$ cat config.mk
export PLATFORM = sky130hd
export DESIGN_NAME = adat_frame_transmitter
export DESIGN_NICKNAME = d
export VERILOG_FILES = /design/src/rtl/adat_pkg.sv /design/src/rtl/adat_nrzi_encoder.sv /design/src/rtl/adat_frame_transmitter.sv
export SDC_FILE = /design/constraint.sdc
export NUM_CORES = 1
export LEC_CHECK = 0
export ABC_AREA = 0
export CAP_MARGIN = 15
export CORE_AREA = 2 2 81 83
export DETAILED_ROUTE_END_ITERATION = 10
export DIE_AREA = 0 0 83 85
export SYNTH_ARGS = -nofsm -noshare
export SYNTH_HDL_FRONTEND = slang
export SYNTH_SLANG_ARGS = --single-unit
$ cat constraint.sdc
create_clock -name clk_i -period 3.3 [get_ports clk_i]
set_clock_uncertainty 0.1 [all_clocks]
set_input_delay 0.66 -clock clk_i [delete_from_list [all_inputs] [get_ports clk_i]]
set_output_delay 0.66 -clock clk_i [all_outputs]
set_load 0.05 [all_outputs]
$ cat src/rtl/adat_pkg.sv
// ---------------------------------------------------------------------------
// adat_pkg
// Shared ADAT framing constants, the transmitter state type and a helper
// that maps a frame position to the section it belongs to.
// ---------------------------------------------------------------------------
package adat_pkg;

  localparam int ADAT_FRAME_BITS = 256;
  localparam int ADAT_SYNC_ZEROS = 10;
  localparam int ADAT_CHANNELS   = 8;
  localparam int SLOT_BITS       = 32;
  localparam int SAMPLE_BITS     = 24;
  localparam int NIBBLE_BITS     = 5;

  // Sized position landmarks so comparisons against 8-bit counters stay width-exact.
  localparam logic [7:0] POS_SYNC_ONE   = 8'(ADAT_SYNC_ZEROS);
  localparam logic [7:0] POS_USER_FIRST = 8'(ADAT_SYNC_ZEROS + 1);
  localparam logic [7:0] POS_USER_SEP   = 8'(ADAT_SYNC_ZEROS + 5);
  localparam logic [7:0] POS_DATA_FIRST = 8'(ADAT_SYNC_ZEROS + 6);
  localparam logic [7:0] POS_LAST       = 8'(ADAT_FRAME_BITS - 1);
  localparam logic [4:0] SLOT_LAST_BIT  = 5'(SAMPLE_BITS - 1);
  localparam logic [2:0] NIBBLE_LAST    = 3'(NIBBLE_BITS - 1);

  typedef enum logic [1:0] {
    IDLE,
    SYNC,
    USER,
    DATA
  } adat_tx_state_t;

  // Section that frame position 'pos' falls in (never IDLE).
  function automatic adat_tx_state_t section_of(input logic [7:0] pos);
    if (pos < POS_USER_FIRST) return SYNC;
    if (pos < POS_DATA_FIRST) return USER;
    return DATA;
  endfunction

endpackage

$ cat src/rtl/adat_nrzi_encoder.sv
// ---------------------------------------------------------------------------
// adat_nrzi_encoder
// Strobe-gated NRZI encoder: the line toggles for a logical 1 and holds for a
// logical 0, updating only on cycles where bit_en_i is high.
//   clk_i, rst_n_i : clock, asynchronous active-low reset (line resets to 0)
//   bit_en_i       : one-cycle enable, one per bit period
//   bit_i          : logical bit to encode
//   line_o         : NRZI line level
// ---------------------------------------------------------------------------
module adat_nrzi_encoder (
  input  logic clk_i,
  input  logic rst_n_i,
  input  logic bit_en_i,
  input  logic bit_i,
  output logic line_o
);

  logic line_q, line_d;

  always_comb begin
    line_d = (bit_en_i && bit_i) ? ~line_q : line_q;
  end

  // NOTE: sequential state uses non-blocking assignments so every flop samples
  // pre-edge values, independent of block evaluation order.
  always_ff @(posedge clk_i or negedge rst_n_i) begin
    if (!rst_n_i) line_q <= 1'b0;
    else          line_q <= line_d;
  end

  assign line_o = line_q;

endmodule

$ cat src/rtl/adat_frame_transmitter.sv
// ---------------------------------------------------------------------------
// adat_frame_transmitter
// Reads 256-bit frames from the channel buffer and emits them as NRZI ADAT
// frames, one bit per bit_strobe_i.
//   clk_i, rst_n_i          : clock, asynchronous active-low reset
//   enable_i                : transmit request, sampled at frame boundaries
//   bit_strobe_i            : one pulse per ADAT bit period (>= 3 clocks apart)
//   last_good_frame_idx_i   : newest complete frame in the channel buffer
//   user_bits_i             : U3..U0, latched at frame start
//   ram_read_addr_o         : {frame_idx, channel[2:0], sample_bit[4:0]}
//   ram_read_data_i         : read data, valid one clock after the address
//   adat_o                  : NRZI line
//   frame_start_o           : pulse while adat_o carries frame position 0
//   underrun_o              : pulse (with frame_start_o) when a frame is muted
// ---------------------------------------------------------------------------
module adat_frame_transmitter
  import adat_pkg::*;
#(
  parameter int CIRC_BUF_BITS = 3
) (
  input  logic                       clk_i,
  input  logic                       rst_n_i,
  input  logic                       enable_i,
  input  logic                       bit_strobe_i,
  input  logic [CIRC_BUF_BITS-1:0]   last_good_frame_idx_i,
  input  logic [3:0]                 user_bits_i,
  output logic [CIRC_BUF_BITS+7:0]   ram_read_addr_o,
  input  logic                       ram_read_data_i,
  output logic                       adat_o,
  output logic                       frame_start_o,
  output logic                       underrun_o
);

  adat_tx_state_t             state_q, state_d;
  logic [7:0]                 pos_q, pos_d;          // position emitted on the next strobe
  logic [2:0]                 sub_q, sub_d;          // index within a 5-bit nibble, 0 = separator
  logic [CIRC_BUF_BITS-1:0]   frame_idx_q, frame_idx_d;
  logic [3:0]                 user_q, user_d;
  logic                       first_q, first_d;
  logic                       mute_q, mute_d;
  logic [CIRC_BUF_BITS+7:0]   addr_q, addr_d;
  logic                       fetch1_q, fetch1_d;    // RAM presenting data for the new address
  logic                       fetch2_q, fetch2_d;    // RAM data valid: capture now
  logic                       sample_q, sample_d;
  logic                       frame_start_q, frame_start_d;
  logic                       underrun_q, underrun_d;

  logic       emit;
  logic       tx_bit;
  logic       stale;
  logic [3:0] user_sel;

  // A strobe emits a bit whenever a frame is in flight, or starts one from IDLE.
  assign emit = bit_strobe_i && ((state_q != IDLE) || enable_i);

  always_comb begin
    // NOTE: every combinational output gets a default first, so no path
    // leaves a signal unassigned and no latch is inferred.
    state_d       = state_q;
    pos_d         = pos_q;
    sub_d         = sub_q;
    frame_idx_d   = frame_idx_q;
    user_d        = user_q;
    first_d       = first_q;
    mute_d        = mute_q;
    addr_d        = addr_q;
    fetch1_d      = 1'b0;
    fetch2_d      = fetch1_q;
    sample_d      = fetch2_q ? ram_read_data_i : sample_q;
    frame_start_d = 1'b0;
    underrun_d    = 1'b0;

    user_sel = 4'd14 - pos_q[3:0];   // position 11 -> U3 ... 14 -> U0
    stale    = !first_q && (last_good_frame_idx_i == frame_idx_q);

    case (state_q)
      SYNC:    tx_bit = (pos_q == POS_SYNC_ONE);
      USER:    tx_bit = (pos_q == POS_USER_SEP) ? 1'b1 : user_q[user_sel[1:0]];
      DATA:    tx_bit = (sub_q == 3'd0) ? 1'b1 : (sample_q & ~mute_q);
      default: tx_bit = 1'b0;        // IDLE only emits when starting position 0
    endcase

    if (emit) begin
      fetch1_d = 1'b1;

      if (pos_q == 8'd0) begin
        // Frame latch; the sample pointer restarts at channel 0, bit 0.
        frame_idx_d   = last_good_frame_idx_i;
        user_d        = user_bits_i;
        mute_d        = stale;
        underrun_d    = stale;
        first_d       = 1'b0;
        frame_start_d = 1'b1;
        addr_d        = {last_good_frame_idx_i, 8'd0};
      end else if ((state_q == DATA) && (sub_q != 3'd0)) begin
        // Sample bit consumed: prefetch the next one, skipping slot bits 24..31.
        if (addr_q[4:0] == SLOT_LAST_BIT) begin
          addr_d[7:5] = addr_q[7:5] + 3'd1;
          addr_d[4:0] = 5'd0;
        end else begin
          addr_d[4:0] = addr_q[4:0] + 5'd1;
        end
      end

      sub_d = ((state_q == DATA) && (sub_q != NIBBLE_LAST)) ? sub_q + 3'd1 : 3'd0;

      if (pos_q == POS_LAST) begin
        pos_d   = 8'd0;
        state_d = enable_i ? SYNC : IDLE;
      end else begin
        pos_d   = pos_q + 8'd1;
        state_d = section_of(pos_d);
      end
    end
  end

  always_ff @(posedge clk_i or negedge rst_n_i) begin
    if (!rst_n_i) begin
      state_q       <= IDLE;
      pos_q         <= 8'd0;
      sub_q         <= 3'd0;
      frame_idx_q   <= '0;
      user_q        <= 4'd0;
      first_q       <= 1'b1;
      mute_q        <= 1'b0;
      addr_q        <= '0;
      fetch1_q      <= 1'b0;
      fetch2_q      <= 1'b0;
      sample_q      <= 1'b0;
      frame_start_q <= 1'b0;
      underrun_q    <= 1'b0;
    end else begin
      state_q       <= state_d;
      pos_q         <= pos_d;
      sub_q         <= sub_d;
      frame_idx_q   <= frame_idx_d;
      user_q        <= user_d;
      first_q       <= first_d;
      mute_q        <= mute_d;
      addr_q        <= addr_d;
      fetch1_q      <= fetch1_d;
      fetch2_q      <= fetch2_d;
      sample_q      <= sample_d;
      frame_start_q <= frame_start_d;
      underrun_q    <= underrun_d;
    end
  end

  adat_nrzi_encoder u_nrzi (
    .clk_i   (clk_i),
    .rst_n_i (rst_n_i),
    .bit_en_i(emit),
    .bit_i   (tx_bit),
    .line_o  (adat_o)
  );

  assign ram_read_addr_o = addr_q;
  assign frame_start_o   = frame_start_q;
  assign underrun_o      = underrun_q;

endmodule

==> summary.md <==
### Run status
- result of the run: completed

### STA
- max_slew headroom: 46.81%
- setup repair after global routing missed its margin: no
- post-route fraction of the period consumed by the critical path: 75.78%
- minimum clock period: 2501 ps
- actual slew at the worst max-slew pin: 797.8 ps
- final setup violation count: 0
- setup TNS after final layout: 0 ps
- final hold viol count: 0
- maximum frequency from static timing analysis: 399.9 MHz
- number of pins exceeding their max-slew limit in the final report: 0

### Global route
- antenna violations before repair: 0
- pin count of the biggest net entering global routing: 37
- global-route total usage across every layer: 11.20%
- residual overflow from global routing: 0
- first-pass GRT wire length: 6354 um
- vias in the first global route: 1380

### Finish
- Sequential Area: 902.1 sq um
- area of combinational cells with multiple inputs: 862.1 sq um
- number of antenna diodes: 0
- Design Area, Final: 2273 sq um
- non-filler cells in the finished layout: 281
- layout overhead on the synthesized area: 24.79%
- utilization after layout: 36.64%
- share of cells above drive strength 1: 13.24%
- # nets final: 222
- # fillers: 627

### Pwr
- sequential share of power: 38.7%
- Combinational Power Share: 40.3%
- leakage dissipation: 0.9612 nW
- fraction of power spent switching nets: 38.95%
- share of power burned in the clock network: 20.9%
- design internal power: 1.119 mW
- P per Cell Area: 806.2 nW/um^2
- power after layout: 1.833 mW
- switching component of the power: 713.8 uW
- highest ir drop seen on vdd: 374.1 uV

### Synthesis
- share of async-settable or async-resettable flops after synthesis: 100.0%
- number of instances in the synthesized netlist: 173
- sequential-to-total area share from yosys stat: 49.52%
- distinct cell type count of the synthesized netlist: 43
- Primary FF master, synth: dfrtp_1
- cell area after synthesis: 1822 sq um
- post-synthesis sequential element count: 36
- Post-Syn Area per Cell: 10.53 sq um
- Synth Warn #: 0
- Post-Synthesis Net Count: 192
- count of flip-flops with a built-in enable after synthesis: 0

### Floorplanning
- height of the chip: 85 um
- DIE WIDTH: 83 um
- core region area: 6205 sq um
- count of boundary I/O pins: 26
- Initial Util: 29.36%
- Die ar.: 7055 sq um
- total number of placement rows: 29

### Detailed routing
- remaining antenna violation count after routing: 0
- number of DRC violations after detailed-routing iteration 0: 79
- via count of the routed design: 1379
- number of DRC violations after detailed routing: 0
- first-pass detailed-route iteration total: 4
- wire length after detailed routing: 3690 um
- average routed wire per standard cell: 13.13 um
- via-per-instance ratio: 4.907

### Worst setup path
- signal arrival time at the worst endpoint: 2630 ps
- kind of start point of the critical path: register
- delay of the slowest cell on the worst path: 600 ps
- worst setup path class: register to register
- required time of the critical path: 3430 ps
- Worst Setup End Kind: register
- peak fanout along the critical path: 11
- crit-path cells: or4_4 > nor4b_4 > buf_4 > nand2_1 > nor4_1 > a21o_1
- highest-delay cell along the critical path: or4_4

### CTS
- clock slew seen by the registers of the worst setup and hold paths: 80 ps
- CTS sink count: 36
- largest buffer count on any clock path: 2
- number of buffers created by CTS: 5
- buffer cell driving the clock tree root: clkbuf_8
- hold-fix buffer count after cts: 0
- maximum level of the CTS H-tree: 2
- clock tree from TritonCTS: done
- post-CTS setup repair buffer count: 0
- insertion delay to the later sink of the worst-skew pair: 290 ps
- post-CTS resize count: 0

### Run
- # Max-Cap Violations: 0

### Placed design
- number of I/O port buffers: 25
- HPWL after detailed placement: 2600 um
- final RePlAce weighted congestion: 0.8116
- Placed Instance Area: 2166 sq um
- number of placed instances, taps included: 273

### Min path
- Hold WC Path Type: register to register

## layout by cell type (no fill, tap or decap), drive strengths merged, types with 6 or more instances in the layout
master / count
nor3: 6
clkbuf: 6
mux2: 9
clkdlybuf4s50: 24
inv: 9
dfrtp: 35
a21oi: 6
nand2: 12
nor2: 7
o21ai: 18
xnor2: 6
ha: 7
## worst paths after layout
path / startpoint / to / slack [ps] / depth (start not counted)
worst max-delay path: pos_q[4] / mute_q / 800 / 6
worst min-delay path: fetch1_q / fetch2_q / 260 / 0
worst max register to register: pos_q[4] / mute_q / 800 / 6
worst min register to register: fetch1_q / fetch2_q / 260 / 0
max in group asynchronous: rst_n_i / sub_q[2] / 2240 / 1
min in group asynchronous: rst_n_i / pos_q[7] / 350 / 1
## sequential cells by signal (all words and copies together), names as in the netlist
register and cells:
ram_read_addr_o 11, pos_q 8, user_q 4, sub_q 3, state_q 2, fetch1_q 1
fetch2_q 1, first_q 1, frame_start_o 1, mute_q 1, sample_q 1, u_nrzi.line_o 1
underrun_o 1
## logic make-up (layout without fill, tap and decap cells)
kind of cell	after synthesis	after routing	share of synthesized area, %
compound gates	43	43	14.49
xor+xnor	10	10	4.807
fa+ha+maj	7	7	4.807
buf+inv	15	46	3.159
flops	36	36	49.52
mux	11	11	7.349
simple gates	51	51	15.87
## synth_stat cells (2+ instances only)
master / number / area (sq um)
nand4b_1: 2 / 17.52
and2_1: 2 / 12.51
a22o_1: 2 / 17.52
a31oi_1: 3 / 18.77
nor2b_1: 4 / 25.02
ha_1: 7 / 87.58
mux2_2: 9 / 101.4
and3_1: 2 / 12.51
nand3_1: 4 / 20.02
o31ai_1: 2 / 15.01
nand2b_1: 2 / 12.51
clkbuf_1: 4 / 15.01
o21ai_0: 17 / 85.08
o22ai_1: 4 / 25.02
nor2_1: 7 / 26.28
a21o_1: 2 / 15.01
nor3_1: 6 / 30.03
nand2_1: 12 / 45.04
xnor2_1: 6 / 52.55
inv_1: 9 / 33.78
nand4_1: 3 / 18.77
xor2_1: 4 / 35.03
dfrtp_1: 35 / 875.8
a21oi_1: 6 / 30.03
## routing by layer
layer	global-route usage, %	up-vias	wire [um]
met2	17.30	27	1678
met4	3.130	0	22
li1	-	681	-
met1	14.82	669	1819
met3	4.183	2	171
met5	0	-	0
## per-stage QoR
step / setup WS (ps) / hold slack [ps]
2_1_floorplan: 1039 / 231.2
3_3_place_gp: 705.4 / 259.1
3_5_place_dp: 723.5 / 240.2
4_1_cts: 794.0 / 263.2
5_1_grt: 698.4 / 283.8
6_report: 799.2 / 264.2
## critical path, delay by kind of cell (launching register included)
kind,cells,cell delay (ps)
simple gates,4,1560
buf+inv,1,210
compound gates,1,120
flops,1,460
## power by group through the flow
stage                     Combinational (mW)  Clock [mW]  Sequential (mW)
final                                  0.739       0.384            0.710
after global routing                   0.813       0.415            0.730
after CTS                              0.745       0.394            0.708
after detailed placement               0.742           0            0.715
after global placement                 0.729           0            0.714
after floorplan                        0.425           0            0.807
## cell type report
type | count | share of cell area, %
flip-flops and latches | 36 | 39.68
multi-input cells | 122 | 37.92
repair buffers | 28 | 11.78
well taps | 77 | 4.238
clock buffers | 6 | 3.192
inverters | 10 | 1.651
clock inverters | 2 | 1.541
(Power assumes the default switching activity.)
==> edit 1: new RTL, same settings <==
Remove the register `underrun_q`: a continuous assignment takes its place, so the output `underrun_o` follows one clock earlier.
--- a/src/rtl/adat_frame_transmitter.sv
+++ b/src/rtl/adat_frame_transmitter.sv
@@ -129,5 +129,4 @@
       sample_q      <= 1'b0;
       frame_start_q <= 1'b0;
-      underrun_q    <= 1'b0;
     end else begin
       state_q       <= state_d;
@@ -143,7 +142,8 @@
       sample_q      <= sample_d;
       frame_start_q <= frame_start_d;
-      underrun_q    <= underrun_d;
     end
   end
+
+  assign underrun_q = underrun_d;
 
   adat_nrzi_encoder u_nrzi (
Function: no difference found for any inputs over 10 cycles, from zero or initial values and one cycle with rst_n_i low; that may be too few to reach the edited logic, so the function may still have changed.
==> edit 1 against the original RTL <==
- maximum frequency down 17%
- synthesized cell count shrank 0.58%
- area after synthesis decreased by 1.4%
- sequential cell count is 1 lower
- global-route usage is 0.30 points lower
- wire length decreased by 2.1%
- design area is 1.2% lower
- worst setup slack got worse by 0.53 ns
- total power decreased by 4.9%
- critical path type is now register to primary output
- largest power group unchanged
==> edit 1: results <==
metrics = {
    "yosys": {
        "synth.area.mux_share_pct": 7.45,
        "syn_nets": 191,
        "synth_area_leaders": "dfrtp_1 47%, mux2_2 5.6%, ha_1 4.9%",
        "synth_seq_area_share_pct": 48.8,
        "synth_commonest_cells": "34 x dfrtp_1, 17 x o21ai_0, 12 x nand2_1",
        "synthXorXnorAreaFrac_pct": 4.87,
        "syn_inst": 172,
        "synth_compound_area_share_pct": 14.7,
        "synthAdderAreaFrac_pct": 4.87,
    },
    "power": {
        "peakVddDrop_v": 0.000429,
        "p_leak_nw": 0.946,
    },
    "routing": {
        "drt-wirelength-per-cell_um": 12.8,
        "drtIter0Drc": 62,
        "viasPerCell": 4.87,
        "wl_mm": 3.61,
    },
    "worst_setup_path": {
        "critical_path_peak_fanout": 7,
        "r2r_end": "ram_read_addr_o[3]$_DFFE_PN0P_",
        "arrival_ns": 2.27,
    },
    "global_route": {
        "gr-usage-all-layers_pct": 10.9,
        "first_global_vias": 1396,
        "grt_pass1_wl_mm": 6.30,
        "grt_max_degree": 36,
    },
    "status": {
        "status": "completed",
    },
    "placement": {
        "hpwl_mm": 2.59,
        "dp.cells": 274,
        "gp_congestion": 0.809,
    },
    "final_layout": {
        "drive_gt1_share_pct": 14.1,
    },
    "cts": {
        "clockBufferDepth": 2,
    },
}
## edit 1: changes by cell type after synthesis
cell     change
dfrtp_1      -1
## edit 1: per-stage QoR
step / total power [mW] / instance area (um2) / worst slack [ns] / hold slack [ns]
after detailed placement: 1.46 / 2160 / 0.490 / 0.236
final: 1.74 / 2250 / 0.269 / 0.248
after floorplan: 1.22 / 1800 / 0.00116 / 0.231
after global routing: 1.87 / 2250 / 0.101 / 0.274
after global placement: 1.45 / 2160 / 0.489 / 0.236
after CTS: 1.76 / 2250 / 0.253 / 0.251
## edit 1: where the power goes
group | switching, mW | total (mW) | internal [mW]
Combinational | 0.423 | 0.756 | 0.333
Sequential | 0.140 | 0.695 | 0.555
Clock | 0.145 | 0.293 | 0.148
Total | 0.707 | 1.74 | 1.04
## edit 1: worst max-delay path, delay by kind of cell, from the launching register on
kind	cells	cell delay [ns]
and+or+nand+nor	4	1.29
buffers and inverters	1	0.25
DFF	1	0.46
## edit 1: worst max-delay path by stage
stage	cells after the start	start	slack, ns	endpoint
after floorplan	4	pos_q[4]$_DFFE_PN0P_	0.001	underrun_o
after global placement	6	bit_strobe_i	0.49	underrun_o
after detailed placement	6	bit_strobe_i	0.49	underrun_o
after CTS	5	pos_q[4]$_DFFE_PN0P_	0.25	underrun_o
after global routing	5	pos_q[4]$_DFFE_PN0P_	0.10	underrun_o
final	5	pos_q[4]$_DFFE_PN0P_	0.27	underrun_o
## edit 1: cells by family (layout without fill, tap and decap cells)
| logic type | after synthesis | count (layout) |
|---|---|---|
| mux | 11 | 11 |
| buf+inv | 15 | 48 |
| xor+xnor | 10 | 10 |
| flops | 35 | 35 |
| compound gates | 43 | 43 |
| fa+ha+maj | 7 | 7 |
| simple gates | 51 | 51 |
## edit 1: layout make-up
type	count	area, um2
fill	626	3960
tap	77	96.3
clock buffer	7	76.3
multi-input combinational	122	868
sequential	35	877
clock inverter	1	5.00
inverter	10	37.5
timing repair buffer	30	285
## edit 1: metal layers
| metal | part of all wire (%) | track usage [%] | up-vias | wire (um) |
|---|---|---|---|---|
| li1 | - | - | 684 | - |
| met1 | 53 | 15.6 | 664 | 1900 |
| met2 | 44 | 16.1 | 22 | 1590 |
| met3 | 2.8 | 3.11 | 4 | 100 |
| met4 | 0.69 | 3.13 | 0 | 25 |
| met5 | 0 | 0 | - | 0 |
==> edit 2: new RTL, same settings <==
Made on the original files. Set the parameter `CIRC_BUF_BITS` to 6 (it was 3).
--- a/src/rtl/adat_frame_transmitter.sv
+++ b/src/rtl/adat_frame_transmitter.sv
@@ -17,5 +17,5 @@
   import adat_pkg::*;
 #(
-  parameter int CIRC_BUF_BITS = 3
+  parameter int CIRC_BUF_BITS = 6
 ) (
   input  logic                       clk_i,
Ports: changed (resized last_good_frame_idx_i and ram_read_addr_o); port bits go from 26 to 32. No check against the original RTL was run, so the function may have changed too.
==> edit 2 against the original RTL <==
- count of clock-buffer cells in the layout is the same
- sequential cell count grew 3
- die area is the same
- register-to-register slack improved by 0.26 ns
- utilization increased by 4.0 points
- design area grew 11%
- worst setup slack improved by 0.079 ns
- area after synthesis increased by 12%
- wire length rose by 9.0%
- total power is 27% higher
- sequential power increased by 20%
- critical path type is now input port to register
- critical endpoint is now ram_read_addr_o[13]$_DFFE_PN0P_
==> edit 2: results <==
metrics = {
    "status": {
        "status": "completed",
    },
    "worst_setup_path": {
        "crit_family": "buffers and inverters",
        "slowest_stage": "clkdlybuf4s50_1",
        "critical_path_peak_fanout": 19,
        "rr_startpoint": "pos_q[0]$_DFFE_PN0P_",
        "rrSetupSlack_ns": 1.06,
        "r2r_cells": 5,
        "r2r_end": "ram_read_addr_o[13]$_DFFE_PN0P_",
        "cp_slowest_stage_delay_ns": 0.62,
    },
    "placement": {
        "hpwl_mm": 2.87,
        "gp_congestion": 0.810,
        "dp.cells": 292,
    },
    "final_layout": {
        "fin_cells": 300,
        "nets": 244,
        "drive_gt1_share_pct": 10.8,
        "largest_reg_flops": 14,
    },
    "power": {
        "peakVddDrop_v": 0.000479,
        "swShare_pct": 42.4,
    },
    "global_route": {
        "overflow": 0,
        "first_global_vias": 1483,
        "grt_pass1_wl_mm": 6.98,
        "met3_usage_pct": 4.47,
        "grtUsageMet2_pct": 18.3,
        "gr-usage-all-layers_pct": 12.2,
        "met1_usage_pct": 17.3,
        "grt_max_degree": 40,
    },
    "routing": {
        "drtPass1Iterations": 6,
        "wl_mm": 4.02,
        "viasPerCell": 5.05,
        "drtIter0Drc": 42,
    },
    "yosys": {
        "syn_avg_cell_area_um2": 10.7,
        "syn_nets": 212,
        "synth_commonest_cells": "38 x dfrtp_1, 18 x nand2_1, 10 x inv_1, 10 x mux2_1",
        "synth_seq_area_share_pct": 48.1,
        "synth_area_leaders": "dfrtp_1 47%, mux2_1 5.5%, ha_1 4.3%",
    },
    "sta": {
        "worstMarginPinSlew_ns": 0.878,
    },
}
edit 2: cell count changes in the layout (fill, tap and decap cells not counted), moves of 4 or more:
cell and change:
nor2b_1 -4, mux2_2 -6, mux2_1 +10, o21ai_1 +8, nand2_1 +6, clkdlybuf4s50_1 +6
nand3_1 +4, o21ai_0 -14
edit 2: cell families (layout without fill, tap and decap cells):
logic type / Yosys count / count (layout) / share of synthesized area (%)
compound gates: 39 / 39 / 13.8
xor+xnor: 11 / 11 / 4.74
fa+ha+maj: 7 / 7 / 4.31
buf+inv: 19 / 52 / 4.19
flops: 39 / 39 / 48.1
mux: 17 / 17 / 9.17
simple gates: 58 / 58 / 15.7
edit 2: worst max-delay path by stage:
stage | from | endpoint | slack, ns | cells past startpoint
floorplan | ram_read_addr_o[0]$_DFFE_PN0P_ | ram_read_addr_o[5]$_DFFE_PN0P_ | 1.22 | 5
global placement | bit_strobe_i | ram_read_addr_o[8]$_DFFE_PN0P_ | 0.57 | 5
detailed placement | bit_strobe_i | ram_read_addr_o[13]$_DFFE_PN0P_ | 0.54 | 5
CTS | bit_strobe_i | ram_read_addr_o[13]$_DFFE_PN0P_ | 0.85 | 5
global route | bit_strobe_i | ram_read_addr_o[13]$_DFFE_PN0P_ | 0.74 | 5
finish | bit_strobe_i | ram_read_addr_o[13]$_DFFE_PN0P_ | 0.88 | 5
edit 2: metrics by stage:
stage          hold WS, ns  worst slack [ns]
2_1_floorplan        0.231              1.22
6_report             0.276             0.878
3_5_place_dp         0.250             0.538
5_1_grt              0.293             0.738
3_3_place_gp         0.271             0.574
4_1_cts              0.281             0.848
edit 2: power by group through the flow:
| stage | clock [mW] | combinational [mW] | sequential, mW |
|---|---|---|---|
| 4_1_cts | 0.429 | 1.07 | 0.854 |
| 2_1_floorplan | 0 | 0.558 | 1.07 |
| 5_1_grt | 0.459 | 1.16 | 0.888 |
| 6_report | 0.419 | 1.06 | 0.853 |
| 3_5_place_dp | 0 | 1.06 | 0.862 |
| 3_3_place_gp | 0 | 1.06 | 0.858 |
edit 2: worst reg2reg max path, cell delays in order, from the launching register on:
cell and delay [ns]:
dfrtp_1 0.48, inv_1 0.12, ha_1 0.14, nor3b_1 0.38, nand3_2 0.44, mux2_1 0.47
edit 2: final cells by class:
cell class / count / area, um2
Sequential cell: 39 / 977
Timing Repair Buffer: 32 / 313
Clock inverter: 2 / 35.0
Tap cell: 77 / 96.3
Fill cell: 602 / 3690
Clock buffer: 6 / 82.6
Inverter: 12 / 45.0
Multi-Input combinational cell: 132 / 970
edit 2: layer usage:
| layer | up-vias | share of wire [%] | wire (um) |
|---|---|---|---|
| met5 | - | 0 | 0 |
| met4 | 0 | 0.77 | 31 |
| met3 | 6 | 4.5 | 182 |
| met2 | 24 | 44 | 1770 |
| met1 | 734 | 51 | 2040 |
| li1 | 752 | - | - |
